### src/rtl/hamming_secded_codec.sv
// Parametrised SECDED Hamming codec: encode, inject error mask, decode/correct in a 3-stage pipeline.
// Define HAMMING_ERR_COUNT_EN to build the corrected/uncorrectable statistics counters.
module hamming_secded_codec #(
    parameter int unsigned DATA_W = 16,
    parameter int unsigned CNT_W  = 16,
    localparam int unsigned P = (DATA_W <= 4) ? 3 : (DATA_W <= 11) ? 4 :
                                (DATA_W <= 26) ? 5 : 6,
    localparam int unsigned CODE_W = DATA_W + P + 1
) (
    input  logic              clk,
    input  logic              rst,
    input  logic [DATA_W-1:0] iData,
    input  logic              iValid,
    output logic              oReady,
    input  logic [CODE_W-1:0] iErr,
    input  logic              iReady,
    output logic [DATA_W-1:0] decData,
    output logic              decValid,
    output logic              decSingle,
    output logic              decDouble,
    output logic [P-1:0]      decErrPos,
    input  logic              cntClr,
    output logic [CNT_W-1:0]  corrCnt,
    output logic [CNT_W-1:0]  uncorrCnt
);

    localparam logic [P-1:0] MaxPos = P'(CODE_W - 1);

    // XOR of the indices of all set bits in positions 1..CODE_W-1
    function automatic logic [P-1:0] syndrome(input logic [CODE_W-1:0] cw);
        logic [P-1:0] s;
        s = '0;
        for (int i = 1; i < int'(CODE_W); i++) begin
            if (cw[i]) s = s ^ P'(i);
        end
        return s;
    endfunction

    function automatic logic [CODE_W-1:0] encode(input logic [DATA_W-1:0] d);
        logic [CODE_W-1:0] cw;
        logic [P-1:0]      s;
        int                j;
        cw = '0;
        j  = 0;
        for (int i = 1; i < int'(CODE_W); i++) begin
            if ((i & (i - 1)) != 0) begin
                cw[i] = d[j];
                j++;
            end
        end
        // Parity bit 2^k takes the data-only syndrome bit k, zeroing the full syndrome
        s = syndrome(cw);
        for (int k = 0; k < int'(P); k++) begin
            cw[1 << k] = s[k];
        end
        cw[0] = ^cw[CODE_W-1:1];
        return cw;
    endfunction

    function automatic logic [DATA_W-1:0] extract(input logic [CODE_W-1:0] cw);
        logic [DATA_W-1:0] d;
        int                j;
        d = '0;
        j = 0;
        for (int i = 1; i < int'(CODE_W); i++) begin
            if ((i & (i - 1)) != 0) begin
                d[j] = cw[i];
                j++;
            end
        end
        return d;
    endfunction

    logic              adv;
    logic              s1ValidQ;
    logic [CODE_W-1:0] s1CodeQ;
    logic              s2ValidQ;
    logic [CODE_W-1:0] s2CodeQ;
    logic [P-1:0]      s2SynQ;
    logic              s2ParQ;

    logic              isSingle;
    logic              isDouble;
    logic [CODE_W-1:0] flipMask;
    logic [DATA_W-1:0] fixData;
    logic [P-1:0]      fixPos;

    assign adv    = ~decValid | iReady;
    assign oReady = adv;

    always_comb begin
        isSingle = 1'b0;
        isDouble = 1'b0;
        flipMask = '0;
        isSingle = s2ParQ && (s2SynQ <= MaxPos);
        isDouble = (!s2ParQ && (s2SynQ != '0)) || (s2ParQ && (s2SynQ > MaxPos));
        if (isSingle) flipMask = CODE_W'(1) << s2SynQ;
        fixData = extract(s2CodeQ ^ flipMask);
        fixPos  = isSingle ? s2SynQ : '0;
    end

    // Whole pipeline advances together; a stalled output freezes every stage
    always_ff @(posedge clk or posedge rst) begin
        if (rst) begin
            s1ValidQ  <= 1'b0;
            s1CodeQ   <= '0;
            s2ValidQ  <= 1'b0;
            s2CodeQ   <= '0;
            s2SynQ    <= '0;
            s2ParQ    <= 1'b0;
            decValid  <= 1'b0;
            decData   <= '0;
            decSingle <= 1'b0;
            decDouble <= 1'b0;
            decErrPos <= '0;
        end else if (adv) begin
            s1ValidQ  <= iValid;
            s1CodeQ   <= encode(iData) ^ iErr;
            s2ValidQ  <= s1ValidQ;
            s2CodeQ   <= s1CodeQ;
            s2SynQ    <= syndrome(s1CodeQ);
            s2ParQ    <= ^s1CodeQ;
            decValid  <= s2ValidQ;
            decData   <= fixData;
            decSingle <= isSingle;
            decDouble <= isDouble;
            decErrPos <= fixPos;
        end
    end

`ifdef HAMMING_ERR_COUNT_EN
    logic outTake;
    assign outTake = decValid & iReady;

    always_ff @(posedge clk or posedge rst) begin
        if (rst) begin
            corrCnt   <= '0;
            uncorrCnt <= '0;
        end else if (cntClr) begin
            corrCnt   <= '0;
            uncorrCnt <= '0;
        end else if (outTake) begin
            if (decSingle && !(&corrCnt))   corrCnt   <= corrCnt + 1'b1;
            if (decDouble && !(&uncorrCnt)) uncorrCnt <= uncorrCnt + 1'b1;
        end
    end
`else
    logic unusedCntClr;
    assign unusedCntClr = cntClr;
    assign corrCnt      = '0;
    assign uncorrCnt    = '0;
`endif

endmodule

### config.mk
export PLATFORM = sky130hd
export DESIGN_NAME = hamming_secded_codec
export DESIGN_NICKNAME = d
export VERILOG_FILES = /design/src/rtl/hamming_secded_codec.sv
export SDC_FILE = /design/constraint.sdc
export NUM_CORES = 1
export LEC_CHECK = 0
export ABC_AREA = 1
export ABC_CLOCK_PERIOD_IN_PS = 5800
export CORE_ASPECT_RATIO = 0.75
export CORE_UTILIZATION = 55
export CTS_CLUSTER_DIAMETER = 80
export DETAILED_ROUTE_END_ITERATION = 8
export PLACE_DENSITY_LB_ADDON = 0.3
export REMOVE_ABC_BUFFERS = 1
export SYNTH_ARGS = -nofsm -noshare
export SYNTH_HDL_FRONTEND = slang
export SYNTH_SLANG_ARGS = --single-unit
export TNS_END_PERCENT = 50
### constraint.sdc
create_clock -name clk -period 5.8 [get_ports clk]
set_input_delay 1.16 -clock clk [delete_from_list [all_inputs] [get_ports clk]]
set_output_delay 1.16 -clock clk [all_outputs]
set_load 0.02 [all_outputs]
==> impl_metrics.tcl, run 1 <==
set metrics [dict create \
    wirelength_microns 8810 \
    tritoncts "built" \
    synth_top_family_by_area "simple AND/OR/NAND/NOR gates" \
    hold_path_class "register to register" \
    die-area_sq_um 8260 \
    via_count 3519 \
    fp.dieW_microns 105 \
    synth-simple-area-share_pct 24.0 \
    grt_pass1_vias 3323 \
    ant_nets 0 \
    cts_setup_buffers 0 \
    avgSynthCellArea_sq_um 7.77 \
    finClkSkew_ns 0.00718 \
    dieHeight_microns 78.9 \
    synth-seq-cells 70 \
    synthAdderAreaFrac_pct 0 \
    hpwl_microns 6600 \
    path_class "primary input to output pin" \
    path_max_fanout 41 \
    via_per_inst 4.86 \
    num_io_pins 100 \
    root_buffer "clkbuf_8" \
    grtUsageTotal_pct 23.2 \
    rsz0062_at_grt "no" \
    drc 0 \
    fp.coreArea_sq_um 7500 \
    grt_max_degree 98 \
    fin_util_pct 68.9 \
    startpoint_type "primary input" \
    crit_chain "clkdlybuf4s50_1, nor2_4, inv_1, buf_4, clkdlybuf4s50_1" \
    area_growth_pct 19.0 \
    finalNonFillerCells 724 \
    ys_seq_area_share_pct 40.3 \
    cts.sinks 70 \
    crit_required_ns 4.64 \
    yosysUniqueCellTypes 28 \
    crit_path_frequent_cell "clkdlybuf4s50_1" \
    max_freq_mhz 252 \
    drt-wirelength-per-cell_microns 12.2 \
    drive_gt1_share_pct 5.14 \
    period_needed_ns 3.96 \
    stdcell_area_sq_um 5170 \
    syn_inst 559 \
    slew-limit-headroom_pct 42.3 \
    netlist_area_sq_um 4340 \
    clk_latency_ns 0.34 \
    post-route-period-util_pct 68.3 \
    outcome "finished, final reports clean" \
    grt_pass1_wl_microns 15200 \
    fillerInstances 633 \
    clk_path_buf_depth 2 \
    htreeDepth 3 \
    start_util_pct 57.9 \
    vdd_drop_max_mv 0.251 \
    io_buffers 66 \
    yosys.area_share.xor_xnor_pct 18.0 \
    setup_violations 0 \
    yosysWarnings 0 \
    place_area_sq_um 4930 \
    tns_ns 0 \
    antenna_cells 0 \
    antenna_found_initial 0 \
    synth_compound_area_share_pct 5.91 \
    critPathCaptureType "output pin" \
    fin_nets 661 \
    slew_viol_final 0 \
    hold_violations 0 \
    arrival_ns 2.80 \
    gp_congestion 0.883 \
    cts_inserted_buffers 9 \
    slowest_stage "clkdlybuf4s50_1" \
    powerDensity_nw_per_um2 484 \
    firstDrtPassIters 4 \
    dp.cells 708 \
    max_cap_viol_count 0 \
    drt_iter0_markers 172 \
    holdBufCountCts 0 \
    slowest_delay_ns 0.68 \
    ctsResizeCount 0 \
    clk_pin_slew_ns 0.07 \
    worst_pin_slew_ns 0.865 \
    grt_overflow_total 0 \
    synthMuxAreaShare_pct 0 \
    num_rows 27 \
    p_leak_nw 2.48 \
]
-- metrics by stage --
stage	hold WS [ns]	setup WS, ns	power [mW]
6_report	0.474	1.84	2.50
5_1_grt	0.507	1.76	2.71
4_1_cts	0.479	1.84	2.52
3_5_place_dp	0.462	1.84	2.06
3_3_place_gp	0.432	1.85	2.01
2_1_floorplan	0.420	0.777	1.68
-- critical path, delay by kind of cell --
kind,cells,cell delay (ns)
buf+inv,4,1.58
simple gates,1,0.05
-- layout by cell type (no fill, tap or decap) --
cell,count
a21oi_1,1
a31oi_1,1
buf_4,3
bufinv_16,2
clkbuf_8,11
clkdlybuf4s50_1,66
clkinv_2,1
clkinv_4,1
clkinvlp_4,1
conb_1,32
dfrtp_1,70
inv_1,43
inv_2,2
nand2_1,193
nand2_2,2
nand3_1,34
nand3b_1,1
nand4_1,2
nor2_1,15
nor2_4,1
nor3_1,2
nor3_2,1
nor4_1,2
o21ai_0,48
o21ai_1,1
or2_1,2
or2_2,1
xnor2_1,48
xnor2_2,4
xor2_1,30
xor2_2,2
-- metal layers --
| layer | vias to the layer above | global-route usage [%] | part of all wire, % |
|---|---|---|---|
| met5 | - | 0 | 0 |
| met4 | 0 | 7.04 | 1.3 |
| met3 | 16 | 5.50 | 5.1 |
| met2 | 109 | 38.3 | 48 |
| met1 | 1608 | 30.5 | 46 |
| li1 | 1786 | - | - |
-- cells in the mapped netlist, drive strengths merged --
cell	instances	area, sq um
a31oi	1	6.26
nor4	2	12.5
o21ai	49	245
xor2	32	295
nor3	3	20.0
buf	42	302
nand4	2	12.5
or2	3	18.8
nand3	34	170
xnor2	52	485
clkbuf	10	37.5
conb	1	3.75
dfrtp	70	1750
inv	45	169
nand3b	1	7.51
nand2	195	737
a21oi	1	5.00
nor2	16	62.6
-- registers in the layout, indices dropped and copies added (netlist names) --
name,flops
decData,16
decDouble,1
decErrPos,5
decSingle,1
decValid,1
s1CodeQ,22
s1ValidQ,1
s2CodeQ,16
s2ParQ,1
s2SynQ,5
s2ValidQ,1
-- layout make-up --
class | instances | area [sq um] | area share [%]
clock buffers | 11 | 151 | 2.93
clock inverters | 5 | 81.3 | 1.57
inverters | 45 | 169 | 3.27
multi-input cells | 423 | 2200 | 42.6
flip-flops and latches | 70 | 1750 | 33.9
well taps | 101 | 126 | 2.45
repair buffers | 69 | 683 | 13.2
-- final timing paths --
path                                    startpoint                      end  slack (ns)  cells past startpoint
min in group asynchronous                      rst     s1ValidQ$_DFFE_PP0P_        1.37                      3
max in group asynchronous                      rst  decData[13]$_DFFE_PP0P_        3.84                      3
hold reg to reg               s2ValidQ$_DFFE_PP0P_     decValid$_DFFE_PP0P_        0.47                      2
hold / removal                s2ValidQ$_DFFE_PP0P_     decValid$_DFFE_PP0P_        0.47                      2
setup / recovery                            iReady                   oReady        1.84                      5
setup reg to reg           s1CodeQ[11]$_DFFE_PP0P_       s2ParQ$_DFFE_PP0P_        4.16                      6
-- power breakdown --
| group | switching [mW] | internal [mW] |
|---|---|---|
| combinational | 0.687 | 0.514 |
| clock | 0.183 | 0.266 |
| sequential | 0.165 | 0.685 |
| total | 1.03 | 1.46 |
-- logic make-up (layout without fill, tap and decap cells) --
logic type	after synthesis	count (layout)
buf+inv	97	130
flops	70	70
xor+xnor	84	84
compound gates	51	51
simple gates	256	256
other cells	1	32
Note: power is estimated with default switching activity, not from simulation.
==> inputs of run 2 (changes only) <==
- ABC_CLOCK_PERIOD_IN_PS: 5800 -> 3800
- CORE_UTILIZATION: 55 -> 51
- clock period: 5.8 -> 3.8 ns (I/O delays scaled with it)
==> run 2 against run 1 <==
- clock skew fell by 0.00087 ns
- via count shrank 0.85%
- sequential share of layout area down 0.65 points
- sequential power grew 53%
- setup slack worse by 0.85 ns
- register-to-register slack got worse by 2.0 ns
- routed wire length up 4.0%
- critical path type unchanged
- largest power group unchanged
==> impl_metrics.tcl, run 2 (synthesis gave the netlist of run 1 again) <==
set metrics [dict create \
    outcome "finished, final reports clean" \
    io_buffers 66 \
    grt_max_degree 98 \
    setup_violations 0 \
    cts_inserted_buffers 9 \
    post-route-period-util_pct 74.1 \
    num_io_pins 100 \
    final_common_cell "nand2_1" \
    grt_use_met1_pct 28.8 \
    max_cap_viol_count 0 \
    path_max_fanout 2 \
    drt-wirelength-per-cell_microns 12.6 \
    root_buffer "clkbuf_16" \
    slew_viol_final 0 \
    reg_top3 "s1CodeQ (22), decData (16), s2CodeQ (16)" \
    hpwl_microns 6810 \
    ant_nets 0 \
    powerDensity_nw_per_um2 774 \
    grt_use_met2_pct 35.3 \
    hold_path_class "register to register" \
    top_register "s1CodeQ" \
    vdd_drop_max_mv 0.398 \
    wirelength_microns 9170 \
    hold_violations 0 \
    drt_iter0_markers 211 \
    tns_ns 0 \
    cts_setup_buffers 0 \
    startpoint_type "primary input" \
    arrival_ns 2.06 \
    clk_path_buf_depth 2 \
    largest_register_ffs 22 \
    fin_nets 662 \
    gp_congestion 0.827 \
    finClkSkew_ns 0.00631 \
    max_freq_mhz 355 \
    critPathCaptureType "output pin" \
    final_cell_mix "193 x nand2_1, 70 x dfrtp_1, 66 x clkdlybuf4s50_1, 48 x xnor2_1, 48 x o21ai_0" \
    start_util_pct 53.9 \
    via_count 3489 \
    worst_pin_slew_ns 1.05 \
    fp.coreArea_sq_um 8060 \
    slew-limit-headroom_pct 29.8 \
    finalPower_mw 4.08 \
    holdBufCountCts 0 \
    area_growth_pct 21.3 \
    clk_latency_ns 0.34 \
    grt.busiest_layer "met2" \
    rsz0062_at_grt "no" \
    drc 0 \
    firstDrtPassIters 7 \
    drive_gt1_share_pct 5.29 \
    tritoncts "built" \
    finalNonFillerCells 729 \
    via_per_inst 4.79 \
    die-area_sq_um 8890 \
    p_leak_nw 2.53 \
    grt_pass1_vias 3170 \
    path_class "primary input to output pin" \
    grt_pass1_wl_microns 14900 \
    met3_usage_pct 5.40 \
    dp.cells 713 \
    clk_pin_slew_ns 0.06 \
    dieHeight_microns 81.9 \
    fillerInstances 684 \
    num_rows 28 \
    antenna_found_initial 0 \
    fp.dieW_microns 109 \
    htreeDepth 3 \
    crit_required_ns 3.04 \
    grt_overflow_total 0 \
    period_needed_ns 2.82 \
    grtUsageTotal_pct 22.0 \
    antenna_cells 0 \
    ctsResizeCount 0 \
    cts.sinks 70 \
]
## run 2: changes by cell type in the layout (fill, tap and decap cells not counted)
cell | previous run | this run
inv_6 | 0 | 2
clkinv_2 | 1 | 2
clkbuf_8 | 11 | 0
clkinvlp_4 | 1 | 0
clkbuf_16 | 0 | 9
buf_4 | 3 | 4
## run 2: where the power goes
group,total (mW),internal (mW),switching [mW]
clock network,0.906,0.577,0.329
registers,1.30,1.05,0.255
logic,1.87,0.785,1.09
## run 2: per-layer routing
| layer | up-vias | part of all wire, % |
|---|---|---|
| li1 | 1777 | - |
| met1 | 1595 | 46 |
| met2 | 100 | 47 |
| met3 | 17 | 4.7 |
| met4 | 0 | 2.4 |
| met5 | - | 0 |
## run 2: through the flow
| stage | setup slack, ns | hold slack (ns) | cell area (sq um) | utilization, % |
|---|---|---|---|---|
| after floorplan | -0.423 | 0.420 | 4120 | - |
| after global placement | 0.971 | 0.437 | 4950 | 61.4 |
| after detailed placement | 0.988 | 0.456 | 4950 | 61.4 |
| after CTS | 0.974 | 0.481 | 5270 | 65.4 |
| after global routing | 0.938 | 0.500 | 5270 | 65.4 |
| final | 0.984 | 0.479 | 5270 | 65.4 |
## run 2: worst max-delay path, stage by stage
cell	delay, ns
clkdlybuf4s50_1	0.51
nor2_4	0.05
inv_1	0.11
clkdlybuf4s50_1	0.62
## run 2: worst paths after layout
kind / start / end / slack (ns) / cells after the start
min in group asynchronous: rst / s1CodeQ[9]$_DFFE_PP0P_ / 1.02 / 2
worst max-delay path: iReady / oReady / 0.98 / 4
worst min-delay path: decData[3]$_DFFE_PP0P_ / decData[3]$_DFFE_PP0P_ / 0.48 / 2
max in group asynchronous: rst / s2CodeQ[20]$_DFFE_PP0P_ / 1.98 / 3
worst max register to register: s2SynQ[2]$_DFFE_PP0P_ / decData[14]$_DFFE_PP0P_ / 2.18 / 7
worst min register to register: decData[3]$_DFFE_PP0P_ / decData[3]$_DFFE_PP0P_ / 0.48 / 2
## run 2: area by class of cell
class                      instances  area (sq um)  area share [%]
tap                              105           131            2.49
timing repair buffer              70           691            13.1
multi-input combinational        423          2200            41.8
inverter                          45           169            3.21
clock inverter                     7          96.3            1.83
clock buffer                       9           225            4.28
sequential                        70          1750            33.3
